<file path="config.mk">
export PLATFORM = sky130hd
export DESIGN_NAME = motor_pwm_driver
export DESIGN_NICKNAME = d
export VERILOG_FILES = /design/src/rtl/motor_pwm_driver.sv
export SDC_FILE = /design/constraint.sdc
export NUM_CORES = 1
export LEC_CHECK = 0
export ABC_CLOCK_PERIOD_IN_PS = 2300
export CORE_MARGIN = 10
export CORE_UTILIZATION = 40
export CTS_BUF_LIST = sky130_fd_sc_hd__clkbuf_8
export DETAILED_ROUTE_END_ITERATION = 12
export PLACE_DENSITY_LB_ADDON = 0.1
export SYNTH_ARGS = -nofsm -noshare
export SYNTH_HDL_FRONTEND = slang
export SYNTH_SLANG_ARGS = --single-unit
export TNS_END_PERCENT = 50
</file>
<file path="constraint.sdc">
create_clock -name clk -period 2.3 [get_ports clk]
set_input_delay 0.345 -clock clk [delete_from_list [all_inputs] [get_ports clk]]
set_output_delay 0.345 -clock clk [all_outputs]
set_load 0.02 [all_outputs]
</file>
<file path="src/rtl/motor_pwm_driver.sv">
`default_nettype none
// ============================================================================
// Module   : motor_pwm_driver
// Purpose  : Turns four 7-bit motor speed commands into PWM drive for a dual
//            H-bridge. Commands are double-buffered at PWM period boundaries
//            and clamped to PWM_STEPS. A direction reversal inserts a coast
//            gap of DEAD_PERIODS whole periods. The two channels of one motor
//            are never driven together.
// Ports    : clk, rst (sync, active-high)
//            speed_a1_a / speed_a1_b : motor A reverse / forward duty command
//            speed_b1_a / speed_b1_b : motor B reverse / forward duty command
//            pwm_a1_a / pwm_a1_b     : motor A reverse / forward pin
//            pwm_b1_a / pwm_b1_b     : motor B reverse / forward pin
//            period_strobe           : 1-cycle pulse on each period boundary
//            fault[1:0]              : sticky conflict flag, bit0 = A, bit1 = B
// Revision : 1.0 - initial release
// ============================================================================
module motor_pwm_driver #(
   parameter int CLK_DIV      = 50,
   parameter int PWM_STEPS    = 100,
   parameter int DEAD_PERIODS = 2
) (
   input  logic       clk,
   input  logic       rst,
   input  logic [6:0] speed_a1_a,
   input  logic [6:0] speed_a1_b,
   input  logic [6:0] speed_b1_a,
   input  logic [6:0] speed_b1_b,
   output logic       pwm_a1_a,
   output logic       pwm_a1_b,
   output logic       pwm_b1_a,
   output logic       pwm_b1_b,
   output logic       period_strobe,
   output logic [1:0] fault
);

   localparam int PW  = (CLK_DIV > 1)      ? $clog2(CLK_DIV)          : 1;
   localparam int CW  = (PWM_STEPS > 1)    ? $clog2(PWM_STEPS)        : 1;
   localparam int DCW = (DEAD_PERIODS > 0) ? $clog2(DEAD_PERIODS + 1) : 1;

   localparam logic [PW-1:0]  c_PRE_MAX   = PW'(CLK_DIV - 1);
   localparam logic [CW-1:0]  c_CNT_MAX   = CW'(PWM_STEPS - 1);
   localparam logic [DCW-1:0] c_DEAD_INIT = DCW'(DEAD_PERIODS);
   localparam logic [6:0]     c_DUTY_MAX  = 7'(PWM_STEPS);

   typedef enum logic [1:0] {
      ST_STOP = 2'd0,
      ST_FWD  = 2'd1,
      ST_REV  = 2'd2,
      ST_DEAD = 2'd3
   } state_t;

   // ---------------------------------------------------------------------
   // Shared timebase: prescaler and PWM step counter
   // ---------------------------------------------------------------------
   logic [PW-1:0] r_pre;
   logic [CW-1:0] r_cnt;
   logic [CW-1:0] w_cnt_next;
   logic          w_tick;
   logic          w_bnd;

   assign w_tick = (r_pre == c_PRE_MAX);
   assign w_bnd  = w_tick && (r_cnt == c_CNT_MAX);

   always_comb begin
      w_cnt_next = r_cnt;
      if (w_tick) begin
         w_cnt_next = (r_cnt == c_CNT_MAX) ? '0 : r_cnt + 1'b1;
      end
   end

   always_ff @(posedge clk) begin
      if (rst) begin
         r_pre <= '0;
         r_cnt <= '0;
      end else begin
         r_pre <= w_tick ? '0 : r_pre + 1'b1;
         r_cnt <= w_cnt_next;
      end
   end

   assign period_strobe = w_bnd;

   // ---------------------------------------------------------------------
   // Per-motor channel logic (index 0 = motor A, 1 = motor B)
   // ---------------------------------------------------------------------
   logic [6:0] w_spd_a [2];
   logic [6:0] w_spd_b [2];
   logic [1:0] w_pin_a;
   logic [1:0] w_pin_b;
   logic [1:0] w_fault;

   assign w_spd_a[0] = speed_a1_a;
   assign w_spd_b[0] = speed_a1_b;
   assign w_spd_a[1] = speed_b1_a;
   assign w_spd_b[1] = speed_b1_b;

   genvar m;
   for (m = 0; m < 2; m++) begin : g_motor
      state_t         r_state, w_state_next, w_req_state;
      logic [DCW-1:0] r_dead, w_dead_next;
      logic [6:0]     r_duty_a, r_duty_b, w_duty_a_next, w_duty_b_next;
      logic [6:0]     w_clamp_a, w_clamp_b;
      logic           r_fault, w_fault_next;
      logic           r_pin_a, r_pin_b, w_pin_a_next, w_pin_b_next;
      logic           w_any_a, w_any_b, w_conflict;

      assign w_clamp_a = (32'(w_spd_a[m]) > PWM_STEPS) ? c_DUTY_MAX : w_spd_a[m];
      assign w_clamp_b = (32'(w_spd_b[m]) > PWM_STEPS) ? c_DUTY_MAX : w_spd_b[m];

      assign w_any_a    = |w_spd_a[m];
      assign w_any_b    = |w_spd_b[m];
      assign w_conflict = w_any_a & w_any_b;
      // A conflicting request is treated as STOP.
      assign w_req_state = (w_any_b & ~w_any_a) ? ST_FWD :
                           (w_any_a & ~w_any_b) ? ST_REV : ST_STOP;

      always_comb begin
         w_state_next  = r_state;
         w_dead_next   = r_dead;
         w_duty_a_next = r_duty_a;
         w_duty_b_next = r_duty_b;
         w_fault_next  = r_fault;
         if (w_bnd) begin
            w_duty_a_next = w_clamp_a;
            w_duty_b_next = w_clamp_b;
            if (w_conflict) begin
               w_fault_next = 1'b1;
            end
            case (r_state)
               ST_STOP: w_state_next = w_req_state;
               ST_FWD, ST_REV: begin
                  if ((w_req_state != ST_STOP) && (w_req_state != r_state)
                      && (DEAD_PERIODS > 0)) begin
                     w_state_next = ST_DEAD;
                     w_dead_next  = c_DEAD_INIT;
                  end else begin
                     w_state_next = w_req_state;
                  end
               end
               default: begin
                  // Leaving DEAD follows the request seen on the boundary
                  // where the counter expires.
                  w_dead_next = r_dead - 1'b1;
                  if (r_dead <= DCW'(1)) begin
                     w_dead_next  = '0;
                     w_state_next = w_req_state;
                  end
               end
            endcase
         end
      end

      // Pins are computed from next-cycle count/state/duty so a new period's
      // duty shows up on the very first cycle of that period.
      assign w_pin_a_next = (w_state_next == ST_REV) &&
                            (32'(w_cnt_next) < 32'(w_duty_a_next));
      assign w_pin_b_next = (w_state_next == ST_FWD) &&
                            (32'(w_cnt_next) < 32'(w_duty_b_next));

      always_ff @(posedge clk) begin
         if (rst) begin
            r_state  <= ST_STOP;
            r_dead   <= '0;
            r_duty_a <= '0;
            r_duty_b <= '0;
            r_fault  <= 1'b0;
            r_pin_a  <= 1'b0;
            r_pin_b  <= 1'b0;
         end else begin
            r_state  <= w_state_next;
            r_dead   <= w_dead_next;
            r_duty_a <= w_duty_a_next;
            r_duty_b <= w_duty_b_next;
            r_fault  <= w_fault_next;
            r_pin_a  <= w_pin_a_next;
            r_pin_b  <= w_pin_b_next;
         end
      end

      assign w_pin_a[m] = r_pin_a;
      assign w_pin_b[m] = r_pin_b;
      assign w_fault[m] = r_fault;
   end

   assign pwm_a1_a = w_pin_a[0];
   assign pwm_a1_b = w_pin_b[0];
   assign pwm_b1_a = w_pin_a[1];
   assign pwm_b1_b = w_pin_b[1];
   assign fault    = w_fault;

endmodule
`default_nettype wire

</file>
After elaboration in Yosys (flattened, before gate mapping)
Cells that the tools add are included.

Word-level logic and storage cells: 106. Output and inout port bits: 7. Bits in registers: 55. Bits of input ports: 30.

Add/sub/neg operators: 4. Bitwise gates (word level): 12. $lt $le $gt $ge: 10. Equality and inequality tests: 14. Reduce and logical (&&, ||, !) cells: 22. Mux-type cells: 28.

Operators by type and width (number): $mux W7 (10); $gt A7 B7 Y1 const B (4); $lt A7 B7 Y1 (4); $mux W2 (14); $reduce_or A7 Y1 (4); $pmux W2 S2 (4); $eq A2 B1 Y1 const B (4); $eq A2 B2 Y1 const B (4); $add A7 B1 Y7 const B (1); $eq A7 B7 Y1 const B (1); $logic_and A1 B1 Y1 (7); $add A6 B1 Y6 const B (1); $and A1 B1 Y1 (6); $eq A6 B6 Y1 const B (1); $not A1 Y1 (6); $reduce_and A3 Y1 (2); $reduce_or A2 Y1 (3); $le A2 B1 Y1 const B (2); $logic_not A2 Y1 (2); $ne A2 B2 Y1 (2); $ne A2 B2 Y1 const B (2); $reduce_and A2 Y1 (2); $reduce_bool A2 Y1 (2); $sub A2 B1 Y2 const B (2).

Longest topological paths before layout
Gate-level depths: netlist of run 1.

Word-level depth: 12. Gate-level depth with buffers: 14. Gate-level depth less buffers: 13.

Least setup slack after synthesis of run 1
Ideal clock, no wire load.

Path kind: flip-flop to flip-flop. From: register r_pre[0]. To: register g_motor[1].r_pin_b, in the netlist pwm_b1_b. Period minus slack after synthesis: 2.529 ns. Setup slack: -0.229 ns. Required time: 2.167 ns. Library setup time: 0.133 ns. Data arrival time: 2.396 ns. Cell stages (with the launch flop): 12. Path buffers: 2. Cell sequence: dfxtp_1 ha_1 and2_1 nand4_4 buf_2 buf_4 mux2i_1 ha_1 nand2_1 or4_1 a31oi_1 nor4_1.

Word-level cells in the longest chain between the ends: 5. Elaborated cells between the ends (all ways): 8. Those cells by class: order compare: 1; eq/ne: 2; mux: 3; reduce/logical: 2.

Ends and longest elaborated chain: start, declared (RTL line 56) `logic [PW-1:0] r_pre;`; start signal, assigned (RTL line 77) `r_pre <= w_tick ? '0 : r_pre + 1'b1;`; $eq A6 B6 Y1 * (RTL line 62) `assign w_tick = (r_pre == c_PRE_MAX);`; $logic_and A1 B1 Y1 (RTL line 63) `assign w_bnd = w_tick && (r_cnt == c_CNT_MAX);`; $mux W7 or $mux W2 (tied branches) (RTL line 124) `if (w_bnd) begin`; $lt A7 B7 Y1 or $eq A2 B1 Y1 (tied branches) (RTL line 159, 158); $logic_and A1 B1 Y1 * (RTL line 158) `assign w_pin_b_next = (w_state_next == ST_FWD) &&`; end signal, assigned (RTL line 177) `r_pin_b <= w_pin_b_next;`; end, declared (RTL line 105) `logic r_pin_a, r_pin_b, w_pin_a_next, w_pin_b_next;`.

Mark *: on every way between the ends. The rest lies on a longest branch, timed or not. A chain may end at the register's enable or synchronous reset.

Final worst setup path of run 1
From: register r_pre[2]. To: register g_motor[1].r_pin_b, in the netlist pwm_b1_b.

Elaborated cells between the ends (all ways): 8. Those cells by class: order compare: 1; eq/ne: 2; mux: 3; reduce/logical: 2.

RTL lines: $eq A6 B6 Y1 (RTL line 62); $mux W7 (RTL line 67) `if (w_tick) begin`; via w_cnt_next[5] (RTL line 58) `logic [CW-1:0] w_cnt_next;`; $lt A7 B7 Y1 (RTL line 159) `(32'(w_cnt_next) < 32'(w_duty_b_next));`; $logic_and A1 B1 Y1 (RTL line 158).

The timed path passes the listed nets, and every way through them passes these cells.

==> results of run 1 <==
## layout make-up
| class | count | area [sq um] | area share (%) |
|---|---|---|---|
| timing repair inverter | 1 | 8.76 | 0.192 |
| clock buffer | 6 | 82.6 | 1.81 |
| sequential | 55 | 1110 | 24.3 |
| multi-input combinational | 294 | 2180 | 47.7 |
| timing repair buffer | 109 | 947 | 20.8 |
| inverter | 17 | 76.3 | 1.67 |
| tap | 102 | 128 | 2.80 |
| clock inverter | 2 | 35.0 | 0.768 |
## final timing paths
path	end	depth (start not counted)	slack [ps]
setup / recovery	pwm_b1_b	11	-260
setup reg to reg	pwm_b1_b	11	-260
hold / removal	g_motor[0].r_fault	2	480
hold reg to reg	g_motor[0].r_fault	2	480
## synth_stat cells (4+ instances only)
cell type | instances | area [sq um]
ha_1 | 39 | 488
o21ai_0 | 13 | 65.1
nor3_1 | 12 | 60.1
nor4_1 | 5 | 31.3
nor2_1 | 58 | 218
o311ai_0 | 7 | 61.3
a21oi_1 | 29 | 145
a21boi_0 | 4 | 30.0
xor2_1 | 6 | 52.6
and2_1 | 12 | 75.1
nand2_1 | 26 | 97.6
a21o_1 | 4 | 30.0
nand3_1 | 6 | 30.0
mux2i_1 | 13 | 130
clkbuf_1 | 5 | 18.8
and3_1 | 16 | 100
inv_1 | 16 | 60.1
xnor2_1 | 5 | 43.8
dfxtp_1 | 55 | 1100
o21a_1 | 4 | 30.0
## report_power, final
group / total (mW) / internal (mW) / switching, mW / leakage [nW]
Combinational: 0.154 / 0.0892 / 0.0652 / 1.54
Sequential: 0.960 / 0.957 / 0.00318 / 0.445
Clock: 0.663 / 0.353 / 0.310 / 0.0612
Total: 1.78 / 1.40 / 0.379 / 2.05
## metal layers
metal	part of all wire [%]	vias to the layer above
met5	0	-
met2	49	27
li1	-	1562
met1	47	1473
met3	2.8	6
met4	0.56	0
## metrics by stage
| step | hold slack [ps] | util, % | cells |
|---|---|---|---|
| after floorplan | 420 | - | 378 |
| after global placement | 458 | 53.9 | 571 |
| after detailed placement | 461 | 53.9 | 571 |
| after CTS | 488 | 56.7 | 584 |
| after global routing | 510 | 58.4 | 586 |
| final | 480 | 58.4 | 586 |
## critical path: stages (launching register included)
cell and delay (ps):
dfxtp_2 340, and4bb_4 370, nand3_1 150, nor2_2 120
xnor2_1 150, nor2_1 90, buf_4 160, ha_1 280
nand2_2 60, or4_1 500, a31oi_1 170, nor4_1 70
## state kept, by name, summed over array words and instances, names as in the netlist
signal / count
g_motor.r_state: 4
r_cnt: 7
g_motor.r_fault: 2
pwm_a1_b: 1
pwm_b1_a: 1
pwm_a1_a: 1
pwm_b1_b: 1
g_motor.r_duty_a: 14
r_pre: 6
g_motor.r_duty_b: 14
g_motor.r_dead: 4
## logic make-up after synthesis
logic type | Yosys count | synth area share [%]
AO/OA/AOI/OAI | 79 | 15.9
XOR/XNOR | 11 | 2.98
adder cells (fa/ha/maj) | 39 | 15.1
buffers and inverters | 29 | 4.22
flip-flops | 55 | 34.0
multiplexers | 15 | 4.72
AND/OR/NAND/NOR | 150 | 23.1
## cell usage in the layout (no fill, tap or decap), types with 6 or more instances in the layout
| cell | Yosys | final |
|---|---|---|
| dfxtp_1 | 55 | 51 |
| nand3_1 | 6 | 6 |
| o21ai_0 | 13 | 9 |
| a21oi_1 | 29 | 23 |
| ha_1 | 39 | 36 |
| nor3_1 | 12 | 10 |
| xor2_1 | 6 | 6 |
| nor2_1 | 58 | 57 |
| and2_1 | 12 | 10 |
| buf_4 | 3 | 67 |
| nand2_1 | 26 | 25 |
| and3_1 | 16 | 12 |
| clkbuf_8 | 0 | 6 |
| clkdlybuf4s50_1 | 0 | 35 |
| a21oi_2 | 0 | 6 |
| mux2i_1 | 13 | 10 |
| inv_1 | 16 | 15 |
| o311ai_0 | 7 | 7 |
## what timing repair did
| item | CTS | global route |
|---|---|---|
| pin swaps | 10 | 18 |
| cloned | 1 | 0 |
| resized for setup | 20 | 26 |
| setup buffers | 4 | 2 |
| endpoints found under the setup margin | 5 | 9 |
==> run_results.csv, run 1 <==
group,metric,value,unit
status,outcome,"complete, but fails checks",
status,violations,"setup timing",
floorplanning,die_w,110,um
floorplanning,num_io_pins,37,
cells_and_area,fin_nets,552,
yosys,syn_nets,447,
floorplanning,die_h,110,um
setup_path,reg2reg_from,"r_pre[2]",
cells_and_area,area_growth,41.0,%
route,wl_per_cell,14.6,um
timing,skew,11.3,ps
yosys,yosysWarnings,0,
clock_tree,ctsHoldBuffers,0,
yosys,synth_cells,378,
worst_hold_path,hold_class,"flip-flop to flip-flop",
route,drc,0,
global_routing,grt_usage,14.5,%
timing,finalHoldViolations,0,
timing,fin_tns_setup,-906,ps
yosys,avgSynthCellArea,8.56,sq um
global_routing,grtUsageMet1,19.5,%
clock_tree,cts_tree,"built",
clock_tree,cts.sinks,55,
clock_tree,cts_made_buffers,5,
setup_path,crit_fanout,6,
timing,timing.final.crit_share,111,%
setup_path,worst-setup-path-type,"flip-flop to flip-flop",
clock_tree,path_clk_slew,100,ps
setup_path,cp.arrival,2750,ps
yosys,async_flop_share,0,%
floorplanning,initial_core_util,41.4,%
global_routing,grt_overflow,0,
pwr,powerDensity,390,nW/um^2
global_routing,grt_pass1_wl,14.2,mm
floorplanning,design.die.area,12100,sq um
pwr,ir_drop,0.277,mV
timing,rsz0062_at_grt,"yes",
timing,setup_slack,-262,ps
global_routing,grt.busiest_layer,"met2",
timing,fmax,390,MHz
floorplanning,row_count,32,
global_routing,grt_max_degree,21,
placement,port_buffers,36,
timing,tightest_slew,463,ps
clock_tree,ctsRootBufferMaster,"clkbuf_8",
global_routing,grtUsageMet2,23.6,%
yosys,synth_edf_count,0,
flow_run,drv_cap,0,
timing,finalSetupViolCount,4,
yosys,synth_flop_cell,"dfxtp_1",
global_routing,antenna_found_initial,0,
route,avgViaCountPerCell,5.24,
global_routing,grt_pass1_vias,2949,
worst_hold_path,hp-start,"g_motor[0].r_fault",
cells_and_area,finalInstanceArea,4560,sq um
cells_and_area,fill_cells,735,
pwr,totalPowerFinal,1.78,mW
placement,place.gp.congestion,0.775,
route,firstDrtPassIters,4,
route,routed_wl,8.53,mm
setup_path,critPathLaunchType,"flip-flop",
global_routing,use_met3,2.57,%
yosys,synth-seq-cells,55,
setup_path,crit_path_start,"r_pre[2]",
yosys,ys_seq_area_share,34.0,%
setup_path,required,2490,ps
timing,period_minus_slack,2560,ps
route,final_antenna_net_count,0,
placement,dp_slack,-419,ps
pwr,power.static_leakage,2.05,nW
placement,placed_area,4210,sq um
timing,slew_headroom,68.7,%
yosys,mappedNetlistArea,3230,sq um
cells_and_area,layout-drive-gt1-share,26.0,%
route,vias,3068,
placement,dpl.hpwl,6.43,mm
clock_tree,cts_max_level,2,
cells_and_area,num_antenna_cells,0,
floorplanning,coreArea,7810,sq um
timing,finalMaxSlewViolations,0,
clock_tree,clock_path_buffers,2,
route,drtIter0Drc,105,
yosys,ys_types,44,
setup_path,crit_path_end_kind,"flip-flop",
clock_tree,clk_latency,310,ps
No activity file was read; power rests on OpenSTA's default activity.
==> run 2, diff against run 1 <==
ABC_AREA = 1   (was not set)
==> run 2 against run 1 <==
  * The flow now finishes without violations
  * Critical path depth increased by 6
  * Sequential share of layout area decreased by 0.65 points
  * Cell area increased by 2.5%
  * Global-route usage decreased by 1.2 points
  * Largest cell class unchanged
  * Highest routed layer unchanged
  * Setup slack improved by 270 ps
  * Clock power decreased by 19%
  * Hold slack got worse by 25 ps
  * Critical path type unchanged
==> run_results.csv, run 2 <==
group,metric,value,unit
status,outcome,"completed",
pwr,power.static_leakage,2.18,nW
clock_tree,cts.sinks,55,
setup_path,crit_path_end_kind,"flip-flop",
global_routing,use_met3,2.54,%
yosys,synth_most_common_cell,"nand2_1",
cells_and_area,fill_cells,776,
yosys,syn_nets,552,
global_routing,antenna_found_initial,0,
route,wl_per_cell,12.2,um
yosys,async_flop_share,0,%
cells_and_area,num_antenna_cells,0,
global_routing,grt_pass1_wl,14.3,mm
placement,placed_area,4240,sq um
yosys,synth_flop_cell,"dfxtp_1",
placement,dpl.hpwl,6.36,mm
route,avgViaCountPerCell,4.75,
yosys,yosysWarnings,0,
setup_path,critPathLaunchType,"flip-flop",
timing,finalSetupViolCount,0,
worst_hold_path,hold_class,"flip-flop to flip-flop",
pwr,powerDensity,357,nW/um^2
clock_tree,cts_max_level,2,
setup_path,cp.arrival,2510,ps
cells_and_area,finalInstanceArea,4670,sq um
yosys,synth_area_leaders,"dfxtp_1 33%, nand2_1 15%, ha_1 15%",
route,firstDrtPassIters,4,
floorplanning,design.die.area,12400,sq um
clock_tree,clock_path_buffers,2,
yosys,avgSynthCellArea,6.90,sq um
global_routing,grtUsageMet1,17.8,%
yosys,synth-seq-cells,55,
cells_and_area,area_growth,40.2,%
global_routing,grt_overflow,0,
setup_path,required,2510,ps
cells_and_area,top_regs,"g_motor.r_duty_a: 14 flops, g_motor.r_duty_b: 14 flops, r_cnt: 7 flops",
route,drtIter0Drc,170,
clock_tree,ctsRootBufferMaster,"clkbuf_8",
floorplanning,coreArea,8180,sq um
setup_path,cp_slowest_cell,"dfxtp_2",
cells_and_area,layout-drive-gt1-share,23.2,%
setup_path,cp_slowest_stage_delay,340,ps
timing,rsz0062_at_grt,"yes",
timing,slew_headroom,76.8,%
floorplanning,initial_core_util,40.8,%
global_routing,grt.busiest_layer,"met2",
yosys,synth_largest_area_cell,"dfxtp_1",
pwr,ir_drop,0.226,mV
clock_tree,clk_latency,310,ps
floorplanning,num_io_pins,37,
timing,finalMaxSlewViolations,0,
global_routing,grt_usage,13.3,%
clock_tree,cts_tree,"built",
setup_path,cp_cell_sequence,"inv_2, ha_4, nand2_4, nor2_4, buf_6, nand2_4, nor2_4, inv_2, o211ai_1, inv_2, buf_6, ha_4, nand2_1, o21ai_2, a21oi_1, nand2_1, nor2_1",
cells_and_area,layout_common_cells,"125 x nand2_1, 65 x buf_4, 57 x nor2_1, 53 x dfxtp_1, 51 x inv_1",
placement,port_buffers,36,
setup_path,worst-setup-path-type,"flip-flop to flip-flop",
timing,skew,7.82,ps
yosys,synth_cells,483,
cells_and_area,final_common_cell,"nand2_1",
yosys,synth_top_area_share,33.0,%
yosys,synth_edf_count,0,
setup_path,crit_fanout,4,
placement,place.gp.congestion,0.865,
floorplanning,die_w,111,um
cells_and_area,fin_util,57.2,%
timing,tightest_slew,339,ps
timing,finalHoldViolations,0,
flow_run,drv_cap,0,
route,drc,0,
floorplanning,row_count,33,
route,vias,3278,
clock_tree,path_clk_slew,100,ps
route,final_antenna_net_count,0,
global_routing,grtUsageMet2,21.3,%
floorplanning,die_h,111,um
pwr,totalPowerFinal,1.67,mW
timing,timing.final.crit_share,99.8,%
clock_tree,cts_made_buffers,5,
global_routing,grt_max_degree,27,
global_routing,grt_pass1_vias,3163,
cells_and_area,fin_nets,653,
yosys,synth.top_cells.by_count,"132 x nand2_1, 68 x nor2_1, 55 x dfxtp_1, 55 x inv_1, 39 x ha_1",
yosys,mappedNetlistArea,3330,sq um
setup_path,cpMostUsedCell,"inv_2",
yosys,ys_types,30,
yosys,ys_seq_area_share,33.0,%
route,routed_wl,8.40,mm
timing,period_minus_slack,2300,ps
timing,fmax,436,MHz
run 2: cell types whose count changed after synthesis, moves of 5 or more:
cell      before  now
nand2_1       26  132
nand3_1        6   22
and2_1        12    0
o311ai_0       7    0
inv_1         16   55
and3_1        16    0
o21ai_0       13   26
nor3_1        12    3
mux2i_1       13    8
xor2_1         6    0
nor2_1        58   68
run 2: path summary, 6_finish.rpt:
path	start	endpoint	slack (ps)	cells after the start
worst max-delay path	r_pre[1]	pwm_b1_b	4	17
worst min register to register	g_motor[0].r_fault	g_motor[0].r_fault	450	2
worst max register to register	r_pre[1]	pwm_b1_b	4	17
worst min-delay path	g_motor[0].r_fault	g_motor[0].r_fault	450	2
run 2: repair_timing:
item,in CTS,in global routing
pin swaps,19,21
setup endpoints to repair,5,10
hold buffers,0,0
setup buffers,7,3
resized for setup,36,40
run 2: where the power goes:
part	internal, mW	leakage [nW]	total (mW)	switching (mW)
sequential	0.957	0.444	0.960	0.00302
combinational	0.0990	1.69	0.173	0.0735
clock	0.210	0.0453	0.537	0.328
total	1.27	2.18	1.67	0.404
run 2: cell families after synthesis:
group | after synthesis | synth area share [%]
AOI/OAI and AO/OA | 63 | 9.91
xor gates and xnor gates | 1 | 0.263
adders and majority gates | 39 | 14.6
buffers and inverters | 69 | 8.44
DFF | 55 | 33.0
muxes | 8 | 2.40
and+or+nand+nor | 248 | 31.3
run 2: critical path, delay by kind of cell, from the launching register on:
family,cells,cell delay (ps)
adders and majority gates,2,390
and+or+nand+nor,7,480
AOI/OAI and AO/OA,3,460
buffers and inverters,5,540
DFF,1,340
run 2: per-layer routing:
layer,vias to the layer above,wire length (um)
met3,8,283
met2,50,3850
li1,1759,-
met5,-,0
met4,0,117
met1,1461,4150
run 2: final cells by class:
class,count,area (sq um),share of cell area [%]
Clock buffer,5,68.8,1.47
Tap cell,105,131,2.81
Clock inverter,3,16.3,0.348
Inverter,56,213,4.55
Sequential cell,55,1100,23.6
Timing Repair Buffer,107,925,19.8
Multi-Input combinational cell,359,2220,47.4
run 2: stage by stage:
step                cells  hold WS (ps)  worst slack [ps]  TNS (ps)
detailed placement    673           446              -370     -2390
global route          690           492              -161      -593
global placement      673           439              -327     -2070
floorplan             483           430              25.4         0
CTS                   688           460             -69.1      -117
finish                690           455              4.23         0
==> run 3, diff against run 2 <==
ABC_CLOCK_PERIOD_IN_PS = 2400   (was 2300)
CORE_ASPECT_RATIO = 0.7   (was not set)
DONT_BUFFER_PORTS = 1   (was not set)
clock period = 2.4 ns   (was 2.3 ns; I/O delays follow)
==> run 3 against run 2 <==
  * The flow now finishes with violations (setup timing)
  * First-iteration DRC count up 28%
  * Critical path depth up 2
  * Hold slack worse by 350 ps
  * Clock power up 12%
  * Critical path type unchanged
  * Largest cell class unchanged
==> run_results.csv, run 3 (same netlist as run 2, synthesis figures left out) <==
group,metric,value,unit
status,outcome,"complete, but fails checks",
status,violations,"setup timing",
route,firstDrtPassIters,4,
timing,finalSetupViolCount,1,
cells_and_area,top_regs,"g_motor.r_duty_a: 14 flops, g_motor.r_duty_b: 14 flops, r_cnt: 7 flops",
pwr,p_switching,335,uW
global_routing,grt_pass1_vias,2760,
timing,finalMaxSlewViolations,0,
clock_tree,clock_path_buffers,2,
route,routed_wl,8.65,mm
floorplanning,num_io_pins,37,
setup_path,path_depth,19,
clock_tree,ctsHoldBuffers,0,
route,final_antenna_net_count,0,
clock_tree,path_clk_slew,90,ps
clock_tree,cts_max_level,2,
pwr,totalPowerFinal,1.58,mW
worst_hold_path,hold_class,"input port to flip-flop",
setup_path,worstSetupEndpoint,"pwm_a1_a",
setup_path,crit_path_end_kind,"flip-flop",
timing,fmax,414,MHz
timing,period_minus_slack,2420,ps
setup_path,cp_cell_sequence,"inv_2, ha_4, nand2_4, nor2_4, nand3_2, nor2_2, inv_2, o21ai_2, nand2_2, nor2_4, buf_6, ha_4, nand2_2, nor2_1, a211oi_1, nand2_1, nor2_1, nand2_1, inv_1",
timing,slew_headroom,72.9,%
cells_and_area,layout_common_cells,"127 x nand2_1, 64 x nor2_1, 53 x dfxtp_1, 51 x inv_1, 32 x ha_1",
clock_tree,ctsRootBufferMaster,"clkbuf_8",
timing,setup_slack,-17.1,ps
setup_path,critPathLaunchType,"flip-flop",
placement,place.gp.congestion,0.848,
setup_path,cp_top_family,"simple AND/OR/NAND/NOR gates",
clock_tree,clk_latency,310,ps
route,drc,0,
setup_path,cp_slowest_cell,"dfxtp_2",
setup_path,r2r-end,"pwm_a1_a",
floorplanning,die_h,96.4,um
cells_and_area,fin_nets,575,
global_routing,grt_overflow,0,
route,drtIter0Drc,218,
cells_and_area,num_antenna_cells,0,
cells_and_area,fill_cells,804,
cells_and_area,final_common_cell,"nand2_1",
timing,timing.final.crit_share,101,%
route,vias,3011,
cells_and_area,fin_util,49.2,%
floorplanning,initial_core_util,41.8,%
pwr,intPower,1.24,mW
cells_and_area,layout-drive-gt1-share,14.4,%
pwr,ir_drop,0.360,mV
timing,finalHoldViolations,0,
placement,dp_slack,-106,ps
setup_path,r2r_slack,-20,ps
setup_path,reg2reg_depth,19,
setup_path,cp.arrival,2680,ps
pwr,combPwrFrac,3.7,%
floorplanning,design.die.area,12400,sq um
setup_path,worst-setup-path-type,"flip-flop to flip-flop",
flow_run,drv_cap,0,
pwr,p_sw_share,21.2,%
timing,tightest_slew,395,ps
setup_path,cp_slowest_stage_delay,330,ps
clock_tree,cts_made_buffers,5,
pwr,clkPwrFrac,38.0,%
setup_path,crit_path_start,"r_pre[1]",
setup_path,crit_fanout,3,
placement,dpl.cell_count,592,
cells_and_area,area_growth,17.6,%
global_routing,grt_usage,14.0,%
setup_path,reg2reg_from,"r_pre[1]",
cells_and_area,final_cells,607,
clock_tree,cts_tree,"built",
setup_path,required,2670,ps
pwr,power.static_leakage,1.85,nW
floorplanning,coreArea,7970,sq um
floorplanning,die_w,129,um
placement,port_buffers,0,
timing,rsz0062_at_grt,"yes",
timing,fin_tns_setup,-17.1,ps
timing,hold_slack,100,ps
cells_and_area,multiInputGateArea,2110,sq um
pwr,p_seq_share,58.3,%
route,avgViaCountPerCell,4.96,
cells_and_area,register_area,1100,sq um
setup_path,worstPathBufferInverterCount,4,
timing,skew,8.45,ps
route,wl_per_cell,14.3,um
placement,placed_area,3570,sq um
placement,dpl.hpwl,6.49,mm
cells_and_area,finalInstanceArea,3920,sq um
global_routing,grt_max_degree,45,
global_routing,grt_pass1_wl,13.8,mm
pwr,powerDensity,402,nW/um^2
global_routing,antenna_found_initial,0,
floorplanning,row_count,27,
clock_tree,cts.sinks,55,
==> run 3: changes by cell type in the layout (fill, tap and decap cells not counted), moves of 3 or more <==
cell / previous run / this run
a21oi_1: 25 / 28
a21oi_2: 6 / 3
buf_4: 65 / 24
buf_6: 5 / 2
clkdlybuf4s50_1: 35 / 0
nand2_4: 5 / 2
nor2_1: 57 / 64
nor2_2: 6 / 3
nor2_4: 6 / 2
o21ai_1: 4 / 8
==> run 3: how the worst min path moves through the flow <==
stage                     slack, ps                  to  cells past startpoint               start
after CTS                        90  g_motor[1].r_fault                      1                 rst
after global placement          440  g_motor[0].r_fault                      1                 rst
after detailed placement        440  g_motor[1].r_fault                      1                 rst
after floorplan                 430  g_motor[0].r_fault                      2  g_motor[0].r_fault
after global routing             80  g_motor[1].r_fault                      1                 rst
final                           100  g_motor[1].r_fault                      1                 rst
==> run 3: repair_timing <==
action	in CTS	in global routing
hold endpoints to repair	0	0
pin swaps	3	17
gates cloned	0	0
buffers inserted	4	4
resized for setup	14	35
endpoints found under the setup margin	4	4
==> run 3: cell type report <==
| class | instances | share of cell area (%) |
|---|---|---|
| multi-input combinational | 359 | 53.8 |
| timing repair buffer | 29 | 6.70 |
| tap | 101 | 3.22 |
| clock inverter | 2 | 0.861 |
| inverter | 56 | 5.49 |
| clock buffer | 5 | 1.75 |
| sequential | 55 | 28.1 |
==> run 3: metal layers <==
metal | track usage (%) | share of wire (%)
met1 | 19.7 | 52
met2 | 20.6 | 41
met3 | 4.03 | 5.6
met4 | 3.40 | 1.4
met5 | 0 | 0
==> run 3: power groups by stage <==
stage	Sequential (mW)	Combinational [mW]	Clock [mW]
2_1_floorplan	0.940	0.0467	0
3_3_place_gp	0.940	0.0517	0
3_5_place_dp	0.940	0.0527	0
4_1_cts	0.919	0.0530	0.623
5_1_grt	0.921	0.0670	0.654
6_report	0.920	0.0580	0.599
